## src/rtl/pipeline_stall_controller_pkg.sv

```systemverilog
// Shared pipeline definitions: stall FSM encoding and the mult/div latency
// constant used by both the controller and the mult/div datapath.
package pipeline_stall_controller_pkg;

    typedef enum logic {
        RUN      = 1'b0,
        LD_GUARD = 1'b1
    } stall_state_t;

    localparam int MULDIV_CYCLES_DEF = 32;
    localparam int MD_CNT_W_DEF      = 6;

endpackage

```

## src/rtl/pipeline_stall_controller_muldiv_busy_counter.sv

```systemverilog
// Tracks the iterative mult/div unit: accepts a start from ID and holds
// MulDiv_Busy for MULDIV_CYCLES cycles, allowing a back-to-back restart.
module muldiv_busy_counter
    import pipeline_stall_controller_pkg::*;
#(
    parameter int MULDIV_CYCLES = MULDIV_CYCLES_DEF,
    parameter int CNT_W         = MD_CNT_W_DEF
) (
    input  logic Clk,
    input  logic Reset_n,
    input  logic start_req,
    input  logic branch_taken,
    input  logic ld_stall,
    output logic busy
);

    logic [CNT_W-1:0] md_cnt;
    logic             cnt_zero;
    logic             accept;

    assign cnt_zero = (md_cnt == '0);
    // A start squashed by a branch or held by a load-use bubble is retried later.
    assign accept   = start_req && !branch_taken && !ld_stall && (!busy || cnt_zero);

    always_ff @(posedge Clk) begin
        if (!Reset_n) begin
            md_cnt <= '0;
            busy   <= 1'b0;
        end else if (accept) begin
            md_cnt <= CNT_W'(MULDIV_CYCLES - 1);
            busy   <= 1'b1;
        end else if (busy) begin
            if (cnt_zero) begin
                busy <= 1'b0;
            end else begin
                md_cnt <= md_cnt - CNT_W'(1);
            end
        end
    end

endmodule

```

## src/rtl/pipeline_stall_controller.sv

```systemverilog
// ID-stage stall consumer: turns load-use, mult/div and control-flow events
// into PC/IF/ID/ID/EX enables, bubbles and flushes, and counts stall cycles.
module pipeline_stall_controller
    import pipeline_stall_controller_pkg::*;
#(
    parameter int MULDIV_CYCLES = MULDIV_CYCLES_DEF,
    parameter int CNT_W         = MD_CNT_W_DEF
) (
    input  logic        Clk,
    input  logic        Reset_n,
    input  logic        Stall,
    input  logic        MulDiv_Start_ID,
    input  logic        HiLo_Read_ID,
    input  logic        Branch_Taken_EX,
    input  logic        Jump_ID,
    output logic        PC_Write,
    output logic        IFID_Write,
    output logic        IFID_Flush,
    output logic        IDEX_Bubble,
    output logic        IDEX_Flush,
    output logic        MulDiv_Busy,
    output logic [15:0] Stall_Count
);

    stall_state_t state_q, state_d;
    logic         ld_stall;
    logic         md_stall;

    // The upstream stall request is registered, so it lingers one extra cycle;
    // LD_GUARD swallows that echo to give exactly one bubble per hazard.
    assign ld_stall = (state_q == RUN) && Stall;
    assign md_stall = MulDiv_Busy && (HiLo_Read_ID || MulDiv_Start_ID);

    muldiv_busy_counter #(
        .MULDIV_CYCLES (MULDIV_CYCLES),
        .CNT_W         (CNT_W)
    ) u_md_cnt (
        .Clk          (Clk),
        .Reset_n      (Reset_n),
        .start_req    (MulDiv_Start_ID),
        .branch_taken (Branch_Taken_EX),
        .ld_stall     (ld_stall),
        .busy         (MulDiv_Busy)
    );

    always_ff @(posedge Clk) begin
        if (!Reset_n) begin
            state_q <= RUN;
        end else begin
            state_q <= state_d;
        end
    end

    always_comb begin
        state_d     = (ld_stall && !Branch_Taken_EX) ? LD_GUARD : RUN;
        PC_Write    = 1'b1;
        IFID_Write  = 1'b1;
        IFID_Flush  = 1'b0;
        IDEX_Flush  = 1'b0;
        IDEX_Bubble = 1'b0;
        if (!Reset_n) begin
            PC_Write    = 1'b0;
            IFID_Write  = 1'b0;
            IFID_Flush  = 1'b1;
            IDEX_Flush  = 1'b1;
            IDEX_Bubble = 1'b1;
        end else if (Branch_Taken_EX) begin
            IFID_Flush  = 1'b1;
            IDEX_Flush  = 1'b1;
        end else if (ld_stall || md_stall) begin
            // A jump sitting in ID is held, not flushed, until the stall clears.
            PC_Write    = 1'b0;
            IFID_Write  = 1'b0;
            IDEX_Bubble = 1'b1;
        end else if (Jump_ID) begin
            IFID_Flush  = 1'b1;
        end
    end

    always_ff @(posedge Clk) begin
        if (!Reset_n) begin
            Stall_Count <= '0;
        end else if (!PC_Write && (Stall_Count != 16'hFFFF)) begin
            Stall_Count <= Stall_Count + 16'd1;
        end
    end

endmodule

```

## config.mk

```make
export PLATFORM = sky130hd
export DESIGN_NAME = pipeline_stall_controller
export DESIGN_NICKNAME = d
export VERILOG_FILES = /design/src/rtl/pipeline_stall_controller_pkg.sv /design/src/rtl/pipeline_stall_controller_muldiv_busy_counter.sv /design/src/rtl/pipeline_stall_controller.sv
export SDC_FILE = /design/constraint.sdc
export NUM_CORES = 1
export LEC_CHECK = 0
export ABC_AREA = 0
export CAP_MARGIN = 0
export CORE_MARGIN = 4
export CORE_UTILIZATION = 44
export CTS_CLUSTER_DIAMETER = 40
export DETAILED_ROUTE_END_ITERATION = 8
export PLACE_DENSITY = 0.81
export SLEW_MARGIN = 30
export SYNTH_ARGS = -nofsm -noshare
export SYNTH_HDL_FRONTEND = slang
export SYNTH_SLANG_ARGS = --single-unit
```

## constraint.sdc

```tcl
create_clock -name Clk -period 1.7 [get_ports Clk]
set_input_delay 0.17 -clock Clk [delete_from_list [all_inputs] [get_ports Clk]]
set_output_delay 0.17 -clock Clk [all_outputs]
set_load 0.02 [all_outputs]
```

=== Word-level counts from Yosys, hierarchy flattened ===
Cells that the tools add are included.

* Output and inout port bits: 22
* Register bits after elaboration: 24
* Input port bits: 7
* Word-level logic and storage cells: 50

* Multiplexer cells: 19
* $add $sub $neg: 2
* Bitwise logic cells: 3
* Reduce and logical (&&, ||, !) cells: 19
* Equality and inequality tests: 2

{| class="wikitable"
|+ Operator list
! kind !! number
|-
| $add A16 B1 Y16 const B || 1
|-
| $mux W1 || 16
|-
| $ne A16 B16 Y1 const B || 1
|-
| $mux W5 || 3
|-
| $logic_and A1 B1 Y1 || 7
|-
| $logic_not A6 Y1 || 1
|-
| $sub A6 B1 Y6 const B || 1
|-
| $logic_not A1 Y1 || 4
|-
| $reduce_and A2 Y1 || 2
|-
| $logic_or A1 B1 Y1 || 3
|-
| $not A1 Y1 || 3
|-
| $ne A2 B2 Y1 const B || 1
|-
| $reduce_bool A2 Y1 || 1
|-
| $reduce_or A2 Y1 || 1
|}

=== Depth between registers and ports, before layout ===
* Depth after elaboration: 8
* Depth in mapped cells: 7
* Depth with buffers taken out: 7

=== Hierarchy ===
A second synthesis with hierarchy kept.

* Cell total of the unflattened synthesis: 157
* Area, all modules: 1368.8 µm²

{| class="wikitable"
|+ Modules (own cells, without submodules)
! module !! cells an instance !! area an instance (µm²) !! seq. area each (µm²) !! times used
|-
| pipeline_stall_controller || 112 || 933.4 || 340.3 || 1
|-
| muldiv_busy_counter || 45 || 435.4 || 140.1 || 1
|}

=== Worst setup path after synthesis ===
No wires, ideal clock.

* Kind: register -> register
* Start: register u_md_cnt.md_cnt[0]
* End: register u_md_cnt.md_cnt[4]
* Stages on the path, launching flop included: 8
* Setup time: 0.119 ns
* Clock period less this slack: 1.694 ns
* Slack: 0.006 ns
* Data arrival time: 1.575 ns
* Required time: 1.581 ns
* Path buffers: 0
* Cells stage by stage: dfxtp_1 inv_1 ha_1 or4b_4 o21a_4 nor2_8 nor2_2 o221a_1

* Longest elaborated chain between the ends: 5
* Elaborated cells between the ends (all ways): 10
* Those cells by class: add/sub (1); eq/ne (1); mux (3); reduce/logical (5)

{| class="wikitable"
|+ Ends and longest elaborated chain
! element !! line !! source
|-
| start: declaration || pipeline_stall_controller_muldiv_busy_counter.sv:17 || <nowiki>logic [CNT_W-1:0] md_cnt;</nowiki>
|-
| start signal: assignment || pipeline_stall_controller_muldiv_busy_counter.sv:30 || <nowiki>md_cnt <= CNT_W'(MULDIV_CYCLES - 1);</nowiki>
|-
| start signal: assignment || pipeline_stall_controller_muldiv_busy_counter.sv:36 || <nowiki>md_cnt <= md_cnt - CNT_W'(1);</nowiki>
|-
| parallel branches: the longest is 5 deep, another holds $sub A6 B1 Y6 || n/a ||
|}

Several ways; the timed one is not identified. The select of a mux whose other input is x is not followed.
A chain may end at the register's enable or synchronous reset.

=== Final worst setup path ===
Ends and elaborated chain as after synthesis.

==> results by stage <==
Global route:
- The via count of the first global-routing pass is 1173.
- The aggregate global routing overflow is 0.
- Across every metal layer, demand over resource in global routing totals 0.176.
- The number of antenna violations at the first check in global routing came to 0.
- Entering global routing, the biggest net connects 13 pins.
- In the global route stage, met2 resource usage came out at 0.306.
- For met1 alone, demand over resource in global routing was 0.213.
- The first global-routing pass estimated 5050 µm of wire.
- The highest-utilization routing layer at the global route stage is met2.
- The met3 global-route usage is 0.0393.

Route:
- Dividing the detail-routed wire length by the instance count gives 14.5 µm.
- The detail-routed via count per cell is 5.56.
- The number of detailed-route iterations in the first pass is 4.
- Summing over every cut layer, the via total after detailed routing is 1207.
- In this run, the number of DRC markers left after iteration 0 of detailed routing was 66.
- The final routed wirelength across all metal layers is 3150 µm.
- In the routed design, unresolved DRC markers number 0.
- The detail route stage leaves a number of antenna-violating nets equal to 0.

Final layout:
- The antenna cell count is 0.
- The area growth from synthesis to layout is 39.3%.
- The layout has 229 filler cells.
- The share of cells above drive strength 1 is 0.285.
- The final layout contains 198 nets.
- The multi-input combinational cells in the finished layout cover a total of 793 µm².
- Summing all flip-flop and latch instances after layout gives 485 µm².

Worst setup path:
- Of all nets on the critical path, the largest fanout is 5.
- The worst path arrival time is 1930 ps.
- In this run the critical register-to-register path is launched from u_md_cnt.md_cnt[0]$_SDFFE_PN0P_.
- Tracing the worst setup path back leads to its startpoint at u_md_cnt.md_cnt[0]$_SDFFE_PN0P_.
- The largest single stage delay on the critical path is 500 ps.
- The required time reported for the critical path endpoint is 1920 ps.
- The nature of the critical path endpoint is a flip-flop.
- The highest-delay cell along the critical path is or4b_4.
- The endpoint identified for the worst register-to-register timing path is u_md_cnt.md_cnt[4]$_SDFFE_PN0P_.
- For the worst flop-to-flop path, the logic depth is 7.
- The signal on the critical path passes through inv_2, ha_1, or4b_4, o21a_4, nor2_8, nor2_2, o221a_1.
- The critical path class is flip-flop to flip-flop.
- In this run the register-to-register setup slack is -9 ps.
- The element type at the critical path start is a flip-flop.

STA:
- Based on the critical path, the design can be clocked at up to 0.585 GHz.
- The final clock period utilization by the worst path is 1.01.
- Setup violations remaining at the end of the flow were counted as 3.
- The tightest hold path in the finished design has a slack of 510 ps.
- The worst-case setup margin in the final layout is -9.16 ps.
- Across the routed clock network, the largest skew measured is 6.22 ps.
- The hold violation total from the final report is 0.
- The time the final worst path needs with I/O delays and setup is 1710 ps.
- The max-slew headroom at the worst pin is 0.759.
- The number of pins exceeding their max-slew limit in the final report is 0.
- At the pin with the least slew margin, the transition time is 359 ps.
- Setup repair after global routing could not meet its margin everywhere.

Synthesis:
- The leading area contributor after synthesis is dfxtp_1.
- The cell area after technology mapping is 1270 µm².
- The synthesized netlist net count is 150.
- The share of synthesized area occupied by flip-flops and latches is 0.378.
- The post-synthesis cell type count is 43.
- The fraction of post-synthesis cell area in the top cell type by area is 0.378.
- Synthesis inferred 24 register bits.
- Synthesis handed over a netlist of 140 instances.
- After synthesis, the cell types taking the most area are dfxtp_1 (38%), xor2_1 (6.2%), nor2_1 (5.6%), and3_1 (4.4%), ha_1 (3.0%).
- The fraction of synthesis flops using an asynchronous set or reset pin is 0.
- The synthesized design contains 0 enable-type register cells.
- The most used flip-flop cell after synthesis is dfxtp_1.
- The synthesized area divided by synthesized cell count is 9.07 µm².
- The count of yosys warnings during synthesis is 0.

Die:
- The height of the die is 61.7 µm.
- The region available for standard cell placement spans 2760 µm².
- The initial core utilization is 0.461.
- The die area is 3810 µm².
- During I/O placement, the number of pins put on the boundary was 29.
- The number of placement rows is 19.
- In this run the horizontal extent of the chip is 61.7 µm.

Clocking:
- TritonCTS built the clock tree.
- The CTS clock-pin slew for the worst setup and hold paths is 130 ps.
- The clock insertion delay at the later pin of the skew report is 310 ps.
- Clock tree synthesis selected as its root buffer the cell clkbuf_4.
- The H-tree depth is 1.
- Clock tree synthesis found a total of 24 sinks.
- The number of buffers between clock root and the deepest sink is 2.
- The total of hold buffers inserted after clock tree synthesis is 0.
- In this run, CTS created clock tree buffers numbering 3.

Power and ir drop:
- The portion of total power attributed to the clock network is 0.222.
- Of the total power, combinational logic draws 0.228.
- For this design the static power due to leakage is 0.706 nW.
- The internal power is 0.000789 W.
- The total power of the final layout is 0.00110 W.
- The part of the total power dissipated in sequential elements is 0.550.
- Dividing total power by cell area gives a power density of 624 nW/µm².
- In this run the power spent charging and discharging nets is 0.000314 W.
- The net switching fraction of the power is 0.285.
- The worst vdd rail ir drop is 0.478 mV.

Placement:
- The congestion estimate from routability-driven global placement came to 0.839.
- Port buffering added 28 buffers.
- The half-perimeter wire length after detailed placement is 2430 µm.

Worst hold path:
- The number of stages on the worst hold path is 2.
- For hold timing, the worst endpoint is u_md_cnt.md_cnt[5]$_SDFFE_PP0P_.
- The min-delay analysis places its worst path in the category flip-flop to flip-flop.
- The worst hold path begins at u_md_cnt.md_cnt[5]$_SDFFE_PP0P_.

Run status:
- The final reports fail on setup timing.
- The flow ran to the end, but the final reports show violations.

Flow run:
- The number of max-cap violations is 0.
## per-stage QoR
step	cells	util	TNS, ps	worst slack (ps)	area [µm²]
floorplan	140	-	0	6.04	1270
detailed placement	214	0.621	-2380	-326	1710
global route	217	0.642	-275	-70.6	1770
finish	217	0.642	-16.2	-9.16	1770
global placement	214	0.621	-1330	-228	1710
CTS	217	0.631	-6.62	-3.17	1740
## synthesized netlist by cell type (2+ instances only)
| cell | instances |
|---|---|
| ha_1 | 3 |
| and4_1 | 3 |
| and3_1 | 9 |
| nand2b_1 | 5 |
| o21ai_0 | 2 |
| a211oi_1 | 2 |
| buf_4 | 2 |
| nand4_1 | 3 |
| xnor2_1 | 2 |
| clkbuf_1 | 2 |
| and2_1 | 2 |
| nand3_1 | 7 |
| nand2_1 | 5 |
| xor2_1 | 9 |
| o2111ai_1 | 3 |
| mux2i_1 | 3 |
| inv_1 | 3 |
| dfxtp_1 | 24 |
| a21oi_1 | 4 |
| nor3_1 | 5 |
| nor2_1 | 19 |
| o21bai_1 | 2 |
## critical path: cells and delay by family, from the launching register on
| kind | cells | cell delay [ps] |
|---|---|---|
| flip-flops | 1 | 350 |
| buffers and inverters | 1 | 50 |
| adder cells (fa/ha/maj) | 1 | 130 |
| AO/OA/AOI/OAI | 2 | 440 |
| AND/OR/NAND/NOR | 3 | 650 |
## power groups by stage
stage | Sequential (W) | Clock, W | Combinational, W
finish | 0.000606 | 0.000245 | 0.000252
global route | 0.000610 | 0.000284 | 0.000274
CTS | 0.000605 | 0.000255 | 0.000245
detailed placement | 0.000616 | 0 | 0.000245
global placement | 0.000614 | 0 | 0.000237
floorplan | 0.000628 | 0 | 0.000127
## registers in the layout, summed over array words and instances, names as in the netlist
register / count
u_md_cnt.busy: 1
u_md_cnt.md_cnt: 6
Stall_Count: 16
state_q: 1
## routing by layer
metal	share of wire	vias up
li1	-	603
met1	0.43	564
met2	0.51	36
met3	0.056	4
met4	0.0073	0
met5	0	-
## cell type report
type,count,area share
sequential,24,0.274
timing repair buffer,48,0.234
multi-input combinational,107,0.448
clock buffer,3,0.0127
inverter,4,0.00849
tap,31,0.0219
## worst max path at each step
stage / endpoint / slack [ps] / cells after the start
after floorplan: u_md_cnt.md_cnt[4]$_SDFFE_PN0P_ / 6 / 7
after global placement: PC_Write / -230 / 5
after detailed placement: Stall_Count[11]$_SDFFE_PN0P_ / -330 / 7
after CTS: u_md_cnt.md_cnt[4]$_SDFFE_PN0P_ / -3 / 7
after global routing: u_md_cnt.md_cnt[2]$_SDFFE_PN0P_ / -70 / 7
final: u_md_cnt.md_cnt[4]$_SDFFE_PN0P_ / -9 / 7
## kinds of logic (layout without fill, tap and decap cells)
logic type | after synthesis | after routing | share of synthesized area
adders and majority gates | 3 | 3 | 0.0296
buffers and inverters | 9 | 55 | 0.0335
AOI/OAI and AO/OA | 23 | 23 | 0.147
and+or+nand+nor | 67 | 67 | 0.312
muxes | 3 | 3 | 0.0236
xor gates and xnor gates | 11 | 11 | 0.0759
DFF | 24 | 24 | 0.378
## repair_timing
action | CTS | global route
hold endpoints to repair | 0 | 0
endpoints found under the setup margin | 9 | 21
pin swaps | 6 | 3
buffers inserted | 0 | 0
resized for setup | 12 | 18
## cell usage in the layout, fill, tap and decap left out, drive strengths merged, types with 4 or more instances in the layout
| cell | n |
|---|---|
| o21ai | 4 |
| clkbuf | 6 |
| buf | 20 |
| clkdlybuf4s50 | 23 |
| nand2 | 5 |
| nand2b | 5 |
| nand3 | 8 |
| and3 | 9 |
| nor3 | 5 |
| xor2 | 9 |
| a21oi | 4 |
| dfxtp | 24 |
| nor2 | 21 |
Power figures use the tool's default switching activity.
